===== src/rtl/apb_timer.sv =====
// APB down-counting timer: CTRL/LOAD/COUNT/STATUS registers,
// 8-bit prescaler, one-shot or auto-reload, level interrupt.
module apb_timer #(
  parameter int DATA_WIDTH  = 32,
  parameter int ADDR_WIDTH  = 4,
  parameter int WAIT_STATES = 1
) (
  input  logic                    PCLK,
  input  logic                    PRESET,
  input  logic [ADDR_WIDTH-1:0]   PADDR,
  input  logic [2:0]              PPROT,
  input  logic                    PSEL,
  input  logic                    PENABLE,
  input  logic                    PWRITE,
  input  logic [DATA_WIDTH-1:0]   PWDATA,
  input  logic [DATA_WIDTH/8-1:0] PSTRB,
  output logic                    PREADY,
  output logic [DATA_WIDTH-1:0]   PRDATA,
  output logic                    PSLVERR,
  output logic                    IRQ
);

  localparam int DW = DATA_WIDTH;
  localparam logic [2:0] WS = 3'(WAIT_STATES);

  logic [2:0]    wcnt;
  logic          en;
  logic          reload;
  logic          ie;
  logic          status;
  logic          irq_q;
  logic [7:0]    prescale;
  logic [7:0]    pcnt;
  logic [DW-1:0] load;
  logic [DW-1:0] count;

  logic          active;
  logic          ready;
  logic          bad_addr;
  logic          err;
  logic          wr_ok;
  logic          sel_ctrl;
  logic          sel_load;
  logic          sel_count;
  logic          sel_stat;
  logic          w_en;
  logic          w_reload;
  logic          w_ie;
  logic [7:0]    w_pre;
  logic          w1c;
  logic          tick;
  logic          expire;
  logic [DW-1:0] wmask;
  logic [DW-1:0] load_new;
  logic [DW-1:0] ctrl_rd;
  logic [DW-1:0] rd_mux;
  logic          unused_ok;

  assign unused_ok = ^{PPROT, PADDR};

  assign active    = PSEL & PENABLE;
  assign ready     = active & (wcnt == WS) & ~PRESET;
  assign sel_ctrl  = PADDR[3:2] == 2'd0;
  assign sel_load  = PADDR[3:2] == 2'd1;
  assign sel_count = PADDR[3:2] == 2'd2;
  assign sel_stat  = PADDR[3:2] == 2'd3;
  assign bad_addr  = PADDR[1:0] != 2'b00;
  assign err       = ready & (bad_addr | (PWRITE & sel_count));
  assign wr_ok     = ready & PWRITE & ~err;

  always_comb begin
    wmask = '0;
    for (int i = 0; i < DW / 8; i++) begin
      wmask[i*8 +: 8] = {8{PSTRB[i]}};
    end
  end

  assign load_new = (load & ~wmask) | (PWDATA & wmask);
  assign w_en     = PSTRB[0] ? PWDATA[0] : en;
  assign w_reload = PSTRB[0] ? PWDATA[1] : reload;
  assign w_ie     = PSTRB[0] ? PWDATA[2] : ie;
  assign w_pre    = PSTRB[1] ? PWDATA[15:8] : prescale;
  assign w1c      = wr_ok & sel_stat & PSTRB[0] & PWDATA[0];

  assign tick   = en & (pcnt == prescale);
  assign expire = tick & (count == '0);

  always_comb begin
    ctrl_rd       = '0;
    ctrl_rd[0]    = en;
    ctrl_rd[1]    = reload;
    ctrl_rd[2]    = ie;
    ctrl_rd[15:8] = prescale;
  end

  always_comb begin
    rd_mux = '0;
    unique case (1'b1)
      sel_ctrl:  rd_mux = ctrl_rd;
      sel_load:  rd_mux = load;
      sel_count: rd_mux = count;
      sel_stat:  rd_mux[0] = status;
      default:   rd_mux = '0;
    endcase
  end

  assign PREADY  = ready;
  assign PSLVERR = err;
  assign PRDATA  = (ready & ~PWRITE & ~bad_addr) ? rd_mux : '0;
  assign IRQ     = irq_q;

  always_ff @(posedge PCLK) begin
    if (PRESET) begin
      wcnt     <= '0;
      en       <= 1'b0;
      reload   <= 1'b0;
      ie       <= 1'b0;
      prescale <= '0;
      pcnt     <= '0;
      load     <= '0;
      count    <= '0;
      status   <= 1'b0;
      irq_q    <= 1'b0;
    end else begin
      if (!active) begin
        wcnt <= '0;
      end else if (wcnt < WS) begin
        wcnt <= wcnt + 3'd1;
      end

      if (!en || tick) begin
        pcnt <= '0;
      end else begin
        pcnt <= pcnt + 8'd1;
      end

      // A LOAD write overrides whatever the tick would do to COUNT
      if (wr_ok && sel_load) begin
        load  <= load_new;
        count <= load_new;
      end else if (tick) begin
        if (count != '0) begin
          count <= count - DW'(1);
        end else if (reload) begin
          count <= load;
        end
      end

      if (wr_ok && sel_ctrl) begin
        en       <= w_en;
        reload   <= w_reload;
        ie       <= w_ie;
        prescale <= w_pre;
      end else if (expire && !reload) begin
        en <= 1'b0;
      end

      if (expire) begin
        status <= 1'b1;
      end else if (w1c) begin
        status <= 1'b0;
      end

      irq_q <= status & ie;
    end
  end

endmodule

===== config.mk =====
export PLATFORM = sky130hd
export DESIGN_NAME = apb_timer
export DESIGN_NICKNAME = d
export VERILOG_FILES = /design/src/rtl/apb_timer.sv
export SDC_FILE = /design/constraint.sdc
export NUM_CORES = 1
export LEC_CHECK = 0
export CAP_MARGIN = 20
export CELL_PAD_IN_SITES_DETAIL_PLACEMENT = 0
export CELL_PAD_IN_SITES_GLOBAL_PLACEMENT = 1
export CORE_MARGIN = 10
export CORE_UTILIZATION = 40
export DETAILED_ROUTE_END_ITERATION = 8
export GPL_TIMING_DRIVEN = 1
export PLACE_DENSITY_LB_ADDON = 0.05
export SLEW_MARGIN = 0
export SYNTH_ARGS = -nofsm -noshare
export SYNTH_HDL_FRONTEND = slang
export SYNTH_SLANG_ARGS = --single-unit

===== constraint.sdc =====
create_clock -name PCLK -period 11.3 [get_ports PCLK]
set_input_delay 3.39 -clock PCLK [delete_from_list [all_inputs] [get_ports PCLK]]
set_output_delay 3.39 -clock PCLK [all_outputs]
set_load 0.1 [all_outputs]

==> results.cfg <==
[status]
outcome = finished, final reports clean

[die]
area_of_the_core_region_mm2 = 0.01388
die_h_um = 138.9
initial_utilization_pct = 40.74
ioPinCount = 83
floorplan.die.width_um = 138.9
floorplan.rows = 43
die_area_mm2 = 0.01929

[routing]
via_per_inst = 6.025
drt-total-wl_um = 19900
num_vias = 5784
avgRoutedWirePerCell_um = 20.73
detailedRoute.firstPassIterationCount = 6
drc = 0
post_drt_antenna_nets = 0
starting_drc_count_in_detailed_routing = 523

[worst_setup_path]
cp.arrival_ns = 5.90
critPathMaxFanout = 20
critical_path_required_ns = 7.91
critPathMostFrequentCell = sky130_fd_sc_hd__buf_4
timing.critical_path.max_delay_family = buffers and inverters
worstSetupStartpointType = input port
path_class = in2out
cp_cell_sequence = clkdlybuf4s50_1 > buf_4 > nor2b_2 > buf_4 > a21oi_1 > nor2_1 > buf_4
worst-path-buf-inv = 4
cp-end-kind = output pin
reg2reg_from = wcnt[0]
critPathMaxStageDelay_ns = 0.86
critical_path_origin = PADDR[2]
critical-path-slowest-cell = sky130_fd_sc_hd__nor2b_2

[clocking]
post_cts_resized = 0
max-clock-path-buffers = 2
post_cts_buffers = 0
cts_htree_levels = 3
worstSkewPairLatency_ns = 0.36
holdBufCountCts = 0
tritoncts_clock_tree = done
cts_made_buffers = 9
clock_transition_at_the_register_clock_pins_on_the_worst_setup_and_hold_paths_after_cts_ns = 0.06
cts_sinks = 88
root_buffer = sky130_fd_sc_hd__clkbuf_16

[yosys]
ys_dominant_reg_cell = sky130_fd_sc_hd__dfxtp_1
synth_sequential_area_ratio_pct = 31.15
synth.yosys.warnings = 0
syn-num-nets = 786
syn_inst = 733
async_flop_share_pct = 0
synth-seq-cells = 88
synth_edf_count = 0
syn_avg_cell_area_um2 = 7.715
synth_area_mm2 = 0.005655
yosysUniqueCellTypes = 78

[grt]
largest_net_degree_at_the_start_of_global_routing = 76
grt.overflow.total = 0
grt_usage_pct = 19.86
antenna_found_initial = 0
first_pass_grt_wire_length_um = 31460
grt_pass1_vias = 5662

[timing]
fin_setup_tns_ns = 0
headroom_to_the_max_slew_limit_pct = 32.24
final-setup-viol-count = 0
timing_worst_slew_pin_value_ns = 1.012
finalHoldViolations = 0
finalCriticalPeriod_ns = 9.286
slew_viol_final = 0
final.period_utilization_pct = 82.18
grt_setup_unrepaired = false
achievable-frequency_mhz = 107.7
final.setup_skew_ns = 0.005455

[power]
power-per-cell-area_mw_per_mm2 = 97.72
power.static_leakage_nw = 2.468
worst_ir_drop_vdd_uv = 49.48
power.total_mw = 0.6560

[final_layout]
post_route_cells_drive_above_1_share_pct = 12.69
finalNetCount = 828
num_antenna_cells = 0
final_util_pct = 48.36
fillerInstances = 1397
flow.area_growth_from_synthesis_pct = 18.69

[place]
buffer_ports.inserted = 79
hpwlAfterDp_um = 13510
place_congestion = 0.8630

[min_path]
hold_crit_class = reg2reg
worst_hold_startpoint = load[4]

[run]
timing.max_cap.violations = 0
cells by family after synthesis:
group | Yosys count | synth area share, %
simple gates | 322 | 29.82
compound gates | 191 | 23.08
flops | 88 | 31.15
buf+inv | 70 | 5.088
mux | 31 | 5.730
xor+xnor | 26 | 4.027
fa+ha+maj | 5 | 1.106
worst register-to-register path: stages (launching register included):
cell	delay, ns
sky130_fd_sc_hd__dfxtp_1	0.39
sky130_fd_sc_hd__ha_1	0.18
sky130_fd_sc_hd__nor4b_2	0.50
sky130_fd_sc_hd__and3_2	0.81
sky130_fd_sc_hd__buf_4	0.55
sky130_fd_sc_hd__nand2_1	0.46
sky130_fd_sc_hd__o221ai_1	0.40
sky130_fd_sc_hd__o32ai_1	0.11
routing by layer:
layer  routed length [um]  track usage (%)
met1                 8925            25.82
met2                 9346            31.88
met3                 1229            3.733
met4                  397            7.249
met5                    0                0
power by group:
part | switching [mW] | leakage [nW] | internal, mW | total [mW]
combinational | 0.0275 | 1.62 | 0.0208 | 0.0483
sequential | 0.000341 | 0.709 | 0.310 | 0.311
clock | 0.130 | 0.139 | 0.167 | 0.297
total | 0.158 | 2.47 | 0.498 | 0.656
area by class of cell:
type	count	area, um2	share of cell area, %
repair buffers	89	778.2	11.59
flip-flops and latches	88	1762	26.24
well taps	180	225.2	3.355
clock inverters	2	12.51	0.1864
inverters	12	45.04	0.6710
clock buffers	14	274.0	4.082
multi-input cells	575	3616	53.87
registers in the layout, indices dropped and copies added, names as in the netlist:
register,flops
ie,1
load,32
count,32
prescale,8
status,1
en,1
IRQ,1
wcnt,3
reload,1
pcnt,8
cell usage in the layout (no fill, tap or decap), drive strengths merged, types with 5 or more instances in the layout:
cell type / instances
and3: 10
clkdlybuf4s50: 45
clkbuf: 14
o21ai: 23
a31oi: 12
a21o: 5
o211ai: 5
xnor2: 8
a22oi: 24
xor2: 18
nand4: 9
or3: 5
nand3: 59
a211oi: 10
nor3: 22
a211o: 5
dfxtp: 88
nor2: 110
inv: 12
a21oi: 67
buf: 44
ha: 5
mux2i: 29
nor4: 15
nand2: 62
o221ai: 7
through the flow:
stage | instance area [um2] | hold WS (ns) | instances | setup slack, ns
4_1_cts | 6713 | 0.4746 | 960 | 2.015
5_1_grt | 6713 | 0.4930 | 960 | 1.850
3_5_place_dp | 6426 | 0.4653 | 944 | 2.022
6_report | 6713 | 0.4754 | 960 | 2.014
2_1_floorplan | 5655 | 0.4439 | 733 | 1.785
3_3_place_gp | 6426 | 0.4554 | 944 | 2.017
synthesized netlist by cell type (7+ instances only):
cell type | n | share of area, %
sky130_fd_sc_hd__xnor2_1 | 8 | 1.2
sky130_fd_sc_hd__inv_1 | 11 | 0.73
sky130_fd_sc_hd__mux2i_1 | 29 | 5.1
sky130_fd_sc_hd__a22oi_1 | 24 | 3.2
sky130_fd_sc_hd__xor2_1 | 18 | 2.8
sky130_fd_sc_hd__dfxtp_1 | 88 | 31
sky130_fd_sc_hd__nand4_1 | 7 | 0.77
sky130_fd_sc_hd__nor4_1 | 8 | 0.88
sky130_fd_sc_hd__o221ai_1 | 7 | 1.1
sky130_fd_sc_hd__nand2_1 | 61 | 4.0
sky130_fd_sc_hd__a211oi_1 | 7 | 0.93
sky130_fd_sc_hd__a21oi_1 | 67 | 5.9
sky130_fd_sc_hd__nor2_1 | 109 | 7.2
sky130_fd_sc_hd__nor3_1 | 18 | 1.6
sky130_fd_sc_hd__o21ai_0 | 19 | 1.7
sky130_fd_sc_hd__and3_1 | 10 | 1.1
sky130_fd_sc_hd__clkbuf_1 | 39 | 2.6
sky130_fd_sc_hd__a31oi_1 | 12 | 1.3
sky130_fd_sc_hd__buf_2 | 14 | 1.2
sky130_fd_sc_hd__nand3_1 | 56 | 5.0
final timing paths:
| check | endpoint | slack, ns | cells after the start |
|---|---|---|---|
| setup / recovery | PRDATA[1] | 2.01 | 7 |
| hold reg to reg | load[4] | 0.48 | 2 |
| hold / removal | load[4] | 0.48 | 2 |
| setup reg to reg | count[9] | 7.75 | 7 |
(Power assumes the default switching activity.)
